`config.mk`:
```
export PLATFORM = sky130hd
export DESIGN_NAME = mdu_ctrl
export DESIGN_NICKNAME = d
export VERILOG_FILES = /design/src/rtl/mdu_pkg.sv /design/src/rtl/mdu_ctrl_div_iter.sv /design/src/rtl/mdu_ctrl.sv
export SDC_FILE = /design/constraint.sdc
export NUM_CORES = 1
export LEC_CHECK = 0
export ABC_CLOCK_PERIOD_IN_PS = 4400
export CORE_UTILIZATION = 40
export CTS_BUF_LIST = sky130_fd_sc_hd__clkbuf_16
export DETAILED_ROUTE_END_ITERATION = 16
export HOLD_SLACK_MARGIN = 0.1
export PLACE_DENSITY = 0.81
export SLEW_MARGIN = 20
export SYNTH_ARGS = -nofsm -noshare
export SYNTH_HDL_FRONTEND = slang
export SYNTH_HIERARCHICAL = 1
export SYNTH_SLANG_ARGS = --single-unit
```
`constraint.sdc`:
```
create_clock -name clk -period 4.4 [get_ports clk]
set_input_delay 0.88 -clock clk [delete_from_list [all_inputs] [get_ports clk]]
set_output_delay 0.88 -clock clk [all_outputs]
set_load 0.01 [all_outputs]
```
`src/rtl/mdu_pkg.sv`:
```
// mdu_pkg: shared definitions for the EXE-stage multiply/divide sequencer.
//   - data and multiplier operand widths
//   - op code encodings (OP_MUL_W .. OP_MOD_WU)
//   - FSM state encoding
//   - MUL_LAT default and DIV_CYCLES
//   - mul_ext: builds a 34-bit multiplier operand from a 32-bit source
package mdu_pkg;

  localparam int unsigned XLEN       = 32;
  localparam int unsigned MOP_W      = XLEN + 2;
  localparam int unsigned MZ_W       = 2 * MOP_W;
  localparam int unsigned MUL_LAT    = 2;
  localparam int unsigned DIV_CYCLES = 32;

  localparam logic [2:0] OP_MUL_W   = 3'b000;
  localparam logic [2:0] OP_MULH_W  = 3'b001;
  localparam logic [2:0] OP_MULH_WU = 3'b010;
  localparam logic [2:0] OP_MUL_RSV = 3'b011;
  localparam logic [2:0] OP_DIV_W   = 3'b100;
  localparam logic [2:0] OP_MOD_W   = 3'b101;
  localparam logic [2:0] OP_DIV_WU  = 3'b110;
  localparam logic [2:0] OP_MOD_WU  = 3'b111;

  typedef enum logic [1:0] {
    ST_IDLE = 2'd0,
    ST_MUL  = 2'd1,
    ST_DIV  = 2'd2,
    ST_DONE = 2'd3
  } state_t;

  // Two-bit sign (or zero) extension for the 34-bit booth multiplier.
  function automatic logic [MOP_W-1:0] mul_ext(input logic [XLEN-1:0] v, input logic sgn);
    return {{2{v[XLEN-1] & sgn}}, v};
  endfunction

endpackage

```
`src/rtl/mdu_ctrl_div_iter.sv`:
```
// div_iter: restoring unsigned divider, one quotient bit per cycle, MSB first.
// Only compiled when MDU_DIV_EN is defined.
//   clk, reset            clock, asynchronous active-high reset
//   start                 load dividend/divisor; the first step runs on this edge
//   cancel                abort the division and clear the step counter
//   dividend, divisor     unsigned operands (sampled with start)
//   quotient, remainder   registered results, final when done is high
//   done                  one-cycle pulse after the last of DIV_CYCLES steps
`ifdef MDU_DIV_EN
module div_iter
  import mdu_pkg::*;
(
  input  logic            clk,
  input  logic            reset,
  input  logic            start,
  input  logic            cancel,
  input  logic [XLEN-1:0] dividend,
  input  logic [XLEN-1:0] divisor,
  output logic [XLEN-1:0] quotient,
  output logic [XLEN-1:0] remainder,
  output logic            done
);

  localparam int unsigned CNT_W = $clog2(DIV_CYCLES);

  logic [XLEN-1:0]  dsr;
  logic [CNT_W-1:0] cnt;
  logic             active;
  logic [XLEN-1:0]  rem_in, quo_in, dsr_in, rem_nxt, quo_nxt;
  logic [XLEN:0]    trial;

  // One restoring step; quotient register doubles as the dividend shifter.
  always_comb begin
    rem_in  = start ? '0 : remainder;
    quo_in  = start ? dividend : quotient;
    dsr_in  = start ? divisor : dsr;
    trial   = {rem_in, quo_in[XLEN-1]};
    rem_nxt = trial[XLEN-1:0];
    quo_nxt = {quo_in[XLEN-2:0], 1'b0};
    if (trial >= {1'b0, dsr_in}) begin
      rem_nxt    = XLEN'(trial - {1'b0, dsr_in});
      quo_nxt[0] = 1'b1;
    end
  end

  // Step sequencing: start performs step 1, the last step raises done.
  always_ff @(posedge clk or posedge reset) begin
    if (reset) begin
      quotient  <= '0;
      remainder <= '0;
      dsr       <= '0;
      cnt       <= '0;
      active    <= 1'b0;
      done      <= 1'b0;
    end else if (cancel) begin
      cnt    <= '0;
      active <= 1'b0;
      done   <= 1'b0;
    end else begin
      done <= 1'b0;
      if (start) begin
        quotient  <= quo_nxt;
        remainder <= rem_nxt;
        dsr       <= divisor;
        cnt       <= CNT_W'(1);
        active    <= 1'b1;
      end else if (active) begin
        quotient  <= quo_nxt;
        remainder <= rem_nxt;
        cnt       <= cnt + CNT_W'(1);
        if (cnt == CNT_W'(DIV_CYCLES - 1)) begin
          cnt    <= '0;
          active <= 1'b0;
          done   <= 1'b1;
        end
      end
    end
  end

endmodule
`endif

```
`src/rtl/mdu_ctrl.sv`:
```
// mdu_ctrl: multi-cycle multiply/divide sequencer for the EXE stage.
// Multiplies use the external booth multiplier (mul_x/mul_y -> mul_z);
// divides use div_iter when MDU_DIV_EN is defined, otherwise div/mod ops
// complete immediately with result 0.
//   clk, reset                       clock, asynchronous active-high reset
//   req_valid/req_ready              request handshake (ready only in IDLE)
//   req_op, req_src1, req_src2       op code and operands
//   flush                            WB exception, cancels everything
//   mul_x, mul_y, mul_z              external multiplier operands / product
//   resp_valid/resp_ready            response handshake
//   resp_result                      registered result, held through DONE
//   busy                             controller not in IDLE
module mdu_ctrl
  import mdu_pkg::*;
#(
  parameter int unsigned MUL_CYCLES = MUL_LAT
) (
  input  logic             clk,
  input  logic             reset,
  input  logic             req_valid,
  output logic             req_ready,
  input  logic [2:0]       req_op,
  input  logic [XLEN-1:0]  req_src1,
  input  logic [XLEN-1:0]  req_src2,
  input  logic             flush,
  output logic [MOP_W-1:0] mul_x,
  output logic [MOP_W-1:0] mul_y,
  input  logic [MZ_W-1:0]  mul_z,
  output logic             resp_valid,
  input  logic             resp_ready,
  output logic [XLEN-1:0]  resp_result,
  output logic             busy
);

  localparam int unsigned MCNT_W = (MUL_CYCLES > 1) ? $clog2(MUL_CYCLES) : 1;

  state_t            state, state_nxt;
  logic              accept;
  logic              mul_hi_r;
  logic [MCNT_W-1:0] mul_cnt;
  logic [XLEN-1:0]   mul_res;
  logic              req_mul_lo, req_mul_sgn;
  logic              unused_mz;

  // Product bits above 64 never contribute to a 32-bit result.
  assign unused_mz   = ^mul_z[MZ_W-1:2*XLEN];
  assign req_mul_lo  = (req_op == OP_MUL_W) || (req_op == OP_MUL_RSV);
  assign req_mul_sgn = (req_op != OP_MULH_WU);
  assign mul_res     = mul_hi_r ? mul_z[2*XLEN-1:XLEN] : mul_z[XLEN-1:0];

`ifdef MDU_DIV_EN
  logic            div_start, div_done, div_sgn;
  logic            q_neg_r, r_neg_r, is_mod_r;
  logic [XLEN-1:0] abs1, abs2, div_q, div_r, div_res;

  // Signed ops divide magnitudes; signs are restored on the way out.
  assign div_sgn   = (req_op == OP_DIV_W) || (req_op == OP_MOD_W);
  assign abs1      = (div_sgn && req_src1[XLEN-1]) ? XLEN'(-req_src1) : req_src1;
  assign abs2      = (div_sgn && req_src2[XLEN-1]) ? XLEN'(-req_src2) : req_src2;
  assign div_start = accept && req_op[2];
  assign div_res   = is_mod_r ? (r_neg_r ? XLEN'(-div_r) : div_r)
                              : (q_neg_r ? XLEN'(-div_q) : div_q);

  div_iter u_div (
    .clk       (clk),
    .reset     (reset),
    .start     (div_start),
    .cancel    (flush),
    .dividend  (abs1),
    .divisor   (abs2),
    .quotient  (div_q),
    .remainder (div_r),
    .done      (div_done)
  );
`endif

  // Next-state logic; flush overrides everything, including acceptance.
  always_comb begin
    state_nxt = state;
    accept    = 1'b0;
    case (state)
      ST_IDLE: begin
        if (req_valid && req_ready) begin
          accept = 1'b1;
`ifdef MDU_DIV_EN
          state_nxt = req_op[2] ? ST_DIV : ST_MUL;
`else
          state_nxt = req_op[2] ? ST_DONE : ST_MUL;
`endif
        end
      end
      ST_MUL: begin
        if (mul_cnt == MCNT_W'(MUL_CYCLES - 1)) state_nxt = ST_DONE;
      end
      ST_DIV: begin
`ifdef MDU_DIV_EN
        if (div_done) state_nxt = ST_DONE;
`else
        state_nxt = ST_IDLE;
`endif
      end
      ST_DONE: begin
        if (resp_valid && resp_ready) state_nxt = ST_IDLE;
      end
      default: state_nxt = ST_IDLE;
    endcase
    if (flush) begin
      state_nxt = ST_IDLE;
      accept    = 1'b0;
    end
  end

  // State register, registered handshake outputs and datapath.
  always_ff @(posedge clk or posedge reset) begin
    if (reset) begin
      state       <= ST_IDLE;
      req_ready   <= 1'b1;
      busy        <= 1'b0;
      resp_valid  <= 1'b0;
      resp_result <= '0;
      mul_x       <= '0;
      mul_y       <= '0;
      mul_hi_r    <= 1'b0;
      mul_cnt     <= '0;
`ifdef MDU_DIV_EN
      q_neg_r     <= 1'b0;
      r_neg_r     <= 1'b0;
      is_mod_r    <= 1'b0;
`endif
    end else begin
      state      <= state_nxt;
      req_ready  <= (state_nxt == ST_IDLE);
      busy       <= (state_nxt != ST_IDLE);
      resp_valid <= (state_nxt == ST_DONE);

      if (accept) begin
        mul_hi_r <= !req_mul_lo;
        mul_cnt  <= '0;
`ifdef MDU_DIV_EN
        // Divide by zero keeps the all-ones quotient un-negated.
        q_neg_r  <= div_sgn && (req_src1[XLEN-1] ^ req_src2[XLEN-1]) && (|req_src2);
        r_neg_r  <= div_sgn && req_src1[XLEN-1];
        is_mod_r <= req_op[0];
`endif
      end else if (state == ST_MUL) begin
        mul_cnt <= mul_cnt + MCNT_W'(1);
      end

      if (accept && state_nxt == ST_MUL) begin
        mul_x <= mul_ext(req_src1, req_mul_sgn);
        mul_y <= mul_ext(req_src2, req_mul_sgn);
      end else if (state_nxt != ST_MUL) begin
        mul_x <= '0;
        mul_y <= '0;
      end

      if (state == ST_MUL && state_nxt == ST_DONE) resp_result <= mul_res;
`ifdef MDU_DIV_EN
      if (state == ST_DIV && state_nxt == ST_DONE) resp_result <= div_res;
`else
      if (state == ST_IDLE && state_nxt == ST_DONE) resp_result <= '0;
`endif
    end
  end

endmodule

```
==> impl_metrics.tcl <==
set metrics [dict create \
    grt_pass1_vias 3841 \
    post-cts-setup-buffer-count 0 \
    holdBufCountCts 0 \
    yosys-top-cells-area "dfrtp_1, a22oi_1, mux2_2" \
    num_rows 38 \
    drt-pass1-iter-count 4 \
    drt_iter0_drc 156 \
    syn2layout_area_growth_pct 58.5 \
    drt-total-wl_mm 12.8 \
    max_stage_delay_ns 0.55 \
    seq_area_frac_synth_pct 57.1 \
    p_leak_nw 3.21 \
    avgSynthCellArea_sq_um 11.6 \
    path_delay_family "buffers and inverters" \
    ys.flop_type "dfrtp_1" \
    cts_buffers 9 \
    ir_drop_v 0.000232 \
    hp-class "register to register" \
    portBuffers 238 \
    path_max_fanout 21 \
    grt_max_degree 88 \
    clkTransAtPathRegs_ns 0.07 \
    yosys_register_bits 105 \
    critPathBufInv 2 \
    core_area_sq_mm 0.0110 \
    synth_warnings 6 \
    synth-edff-count 0 \
    worstSkewPairLatency_ns 0.33 \
    final_common_cell "clkdlybuf4s50_1" \
    grt_overflow_total 0 \
    antenna_left 0 \
    setup-tns-final_ns 0 \
    synth.largest_area_cell "dfrtp_1" \
    hold_ws_ns 0.491 \
    routabilityCongestion 0.733 \
    die-width_um 109 \
    root_buffer "clkbuf_16" \
    antenna_found_initial 0 \
    clockBufferDepth 2 \
    cts_sinks 105 \
    p_total_mw 3.01 \
    p_per_area_mw_per_mm2 412 \
    drive_gt1_share_pct 8.58 \
    final_cell_area_sq_mm 0.00730 \
    grt_usage_pct 21.0 \
    ioPinCount 243 \
    insertedDiodeCount 0 \
    avgRoutedWirePerCell_um 16.8 \
    dieArea_sq_mm 0.0119 \
    slew_headroom_pct 38.2 \
    max_freq_mhz 393 \
    worstPathCellList "clkdlybuf4s50_1 > mux2i_1 > a2111oi_4 > buf_4 > mux2_2" \
    syn-num-nets 536 \
    status "finished clean" \
    postSynthCellCount 396 \
    cp-end-kind "register" \
    worstSetupPathType "input pin to register" \
    synthesis.area_sq_mm 0.00460 \
    crit_slowest_cell "clkdlybuf4s50_1" \
    period_needed_ns 2.55 \
    ys_types 26 \
    dpl-instance-area_sq_mm 0.00704 \
    skew_ns 0.00546 \
    dieHeight_um 109 \
    cts_resized 0 \
    cts_max_level 3 \
    finalCritPeriodShare_pct 57.9 \
    final_cell_mix "clkdlybuf4s50_1, dfrtp_1, nor2_1" \
    yosysTopAreaCellShare_pct 56.5 \
    ys_async_sr_fraction_pct 100 \
    drc_errors 0 \
    hold_viol 0 \
    place_hpwl_mm 9.09 \
    grt_pass1_wl_mm 19.0 \
    initial_core_util_pct 41.7 \
    required_ns 4.61 \
    via_per_inst 5.10 \
    nets 753 \
    slew_violations 0 \
    rsz0062_at_grt "false" \
    finalSetupViolations 0 \
    start_kind "input pin" \
    max_cap_viol_count 0 \
    cp_data_arrival_time_ns 2.76 \
    worst_slew_pin_slew_ns 0.928 \
    cts_tree "done" \
    num_vias 3865 \
]
-- kinds of logic (layout without fill, tap and decap cells) --
kind of cell | after synthesis | in the layout | share of synthesized area, %
flip-flops | 105 | 105 | 57.1
AO/OA/AOI/OAI | 77 | 77 | 12.7
multiplexers | 65 | 65 | 15.0
AND/OR/NAND/NOR | 110 | 110 | 11.0
buffers and inverters | 37 | 259 | 3.83
XOR/XNOR | 2 | 2 | 0.381
-- final cells by class --
class,instances,area (sq um)
clock buffer,9,225
fill,894,3730
tap,140,175
multi-input combinational,254,1810
inverter,1,8.76
clock inverter,7,32.5
sequential,105,2630
timing repair buffer,242,2410
-- path summary, 6_finish.rpt --
kind / from / cells after the start / slack, ns / end
hold reg to reg: resp_result[28] / 1 / 0.49 / resp_result[28]
setup reg to reg: state[0] / 4 / 1.98 / resp_result[1]
setup / recovery: req_op[2] / 5 / 1.85 / resp_result[1]
hold / removal: resp_result[28] / 1 / 0.49 / resp_result[28]
min in group asynchronous: reset / 2 / 1.09 / resp_result[16]
max in group asynchronous: reset / 3 / 2.53 / mul_x[2]
-- power breakdown --
group / switching, mW / total (mW) / internal [mW]
clock network: 0.327 / 0.701 / 0.374
logic: 0.407 / 1.02 / 0.608
registers: 0.161 / 1.29 / 1.13
total: 0.895 / 3.01 / 2.11
-- synthesized netlist by cell type, types with 3 or more instances --
| master | instances |
|---|---|
| dfrtp_1 | 104 |
| nor2_1 | 69 |
| a22oi_1 | 64 |
| mux2i_1 | 33 |
| nor2b_1 | 33 |
| mux2_2 | 30 |
| clkbuf_1 | 21 |
| a21oi_1 | 6 |
| buf_2 | 6 |
| nand2_1 | 5 |
| buf_1 | 4 |
| buf_6 | 3 |
-- routing by layer --
layer / wire length (um) / up-vias / global-route usage, %
met5: 0 / - / 0
met4: 226 / 0 / 9.05
met3: 1270 / 17 / 5.51
met2: 6380 / 165 / 36.4
met1: 4890 / 1860 / 24.5
li1: - / 1823 / -
-- metrics by stage --
| stage | std cells | util, % | worst slack (ns) |
|---|---|---|---|
| 2_1_floorplan | 396 | - | 0.761 |
| 3_3_place_gp | 742 | 63.7 | 1.56 |
| 3_5_place_dp | 742 | 63.8 | 1.52 |
| 4_1_cts | 758 | 66.1 | 1.85 |
| 5_1_grt | 758 | 66.1 | 1.76 |
| 6_report | 758 | 66.1 | 1.85 |
-- registers in the layout, indices dropped and copies added (netlist names) --
name	cells
resp_result	32
req_ready	1
busy	1
state	2
mul_hi_r	1
mul_y	33
mul_cnt	1
mul_x	33
resp_valid	1
(Power assumes the default switching activity.)
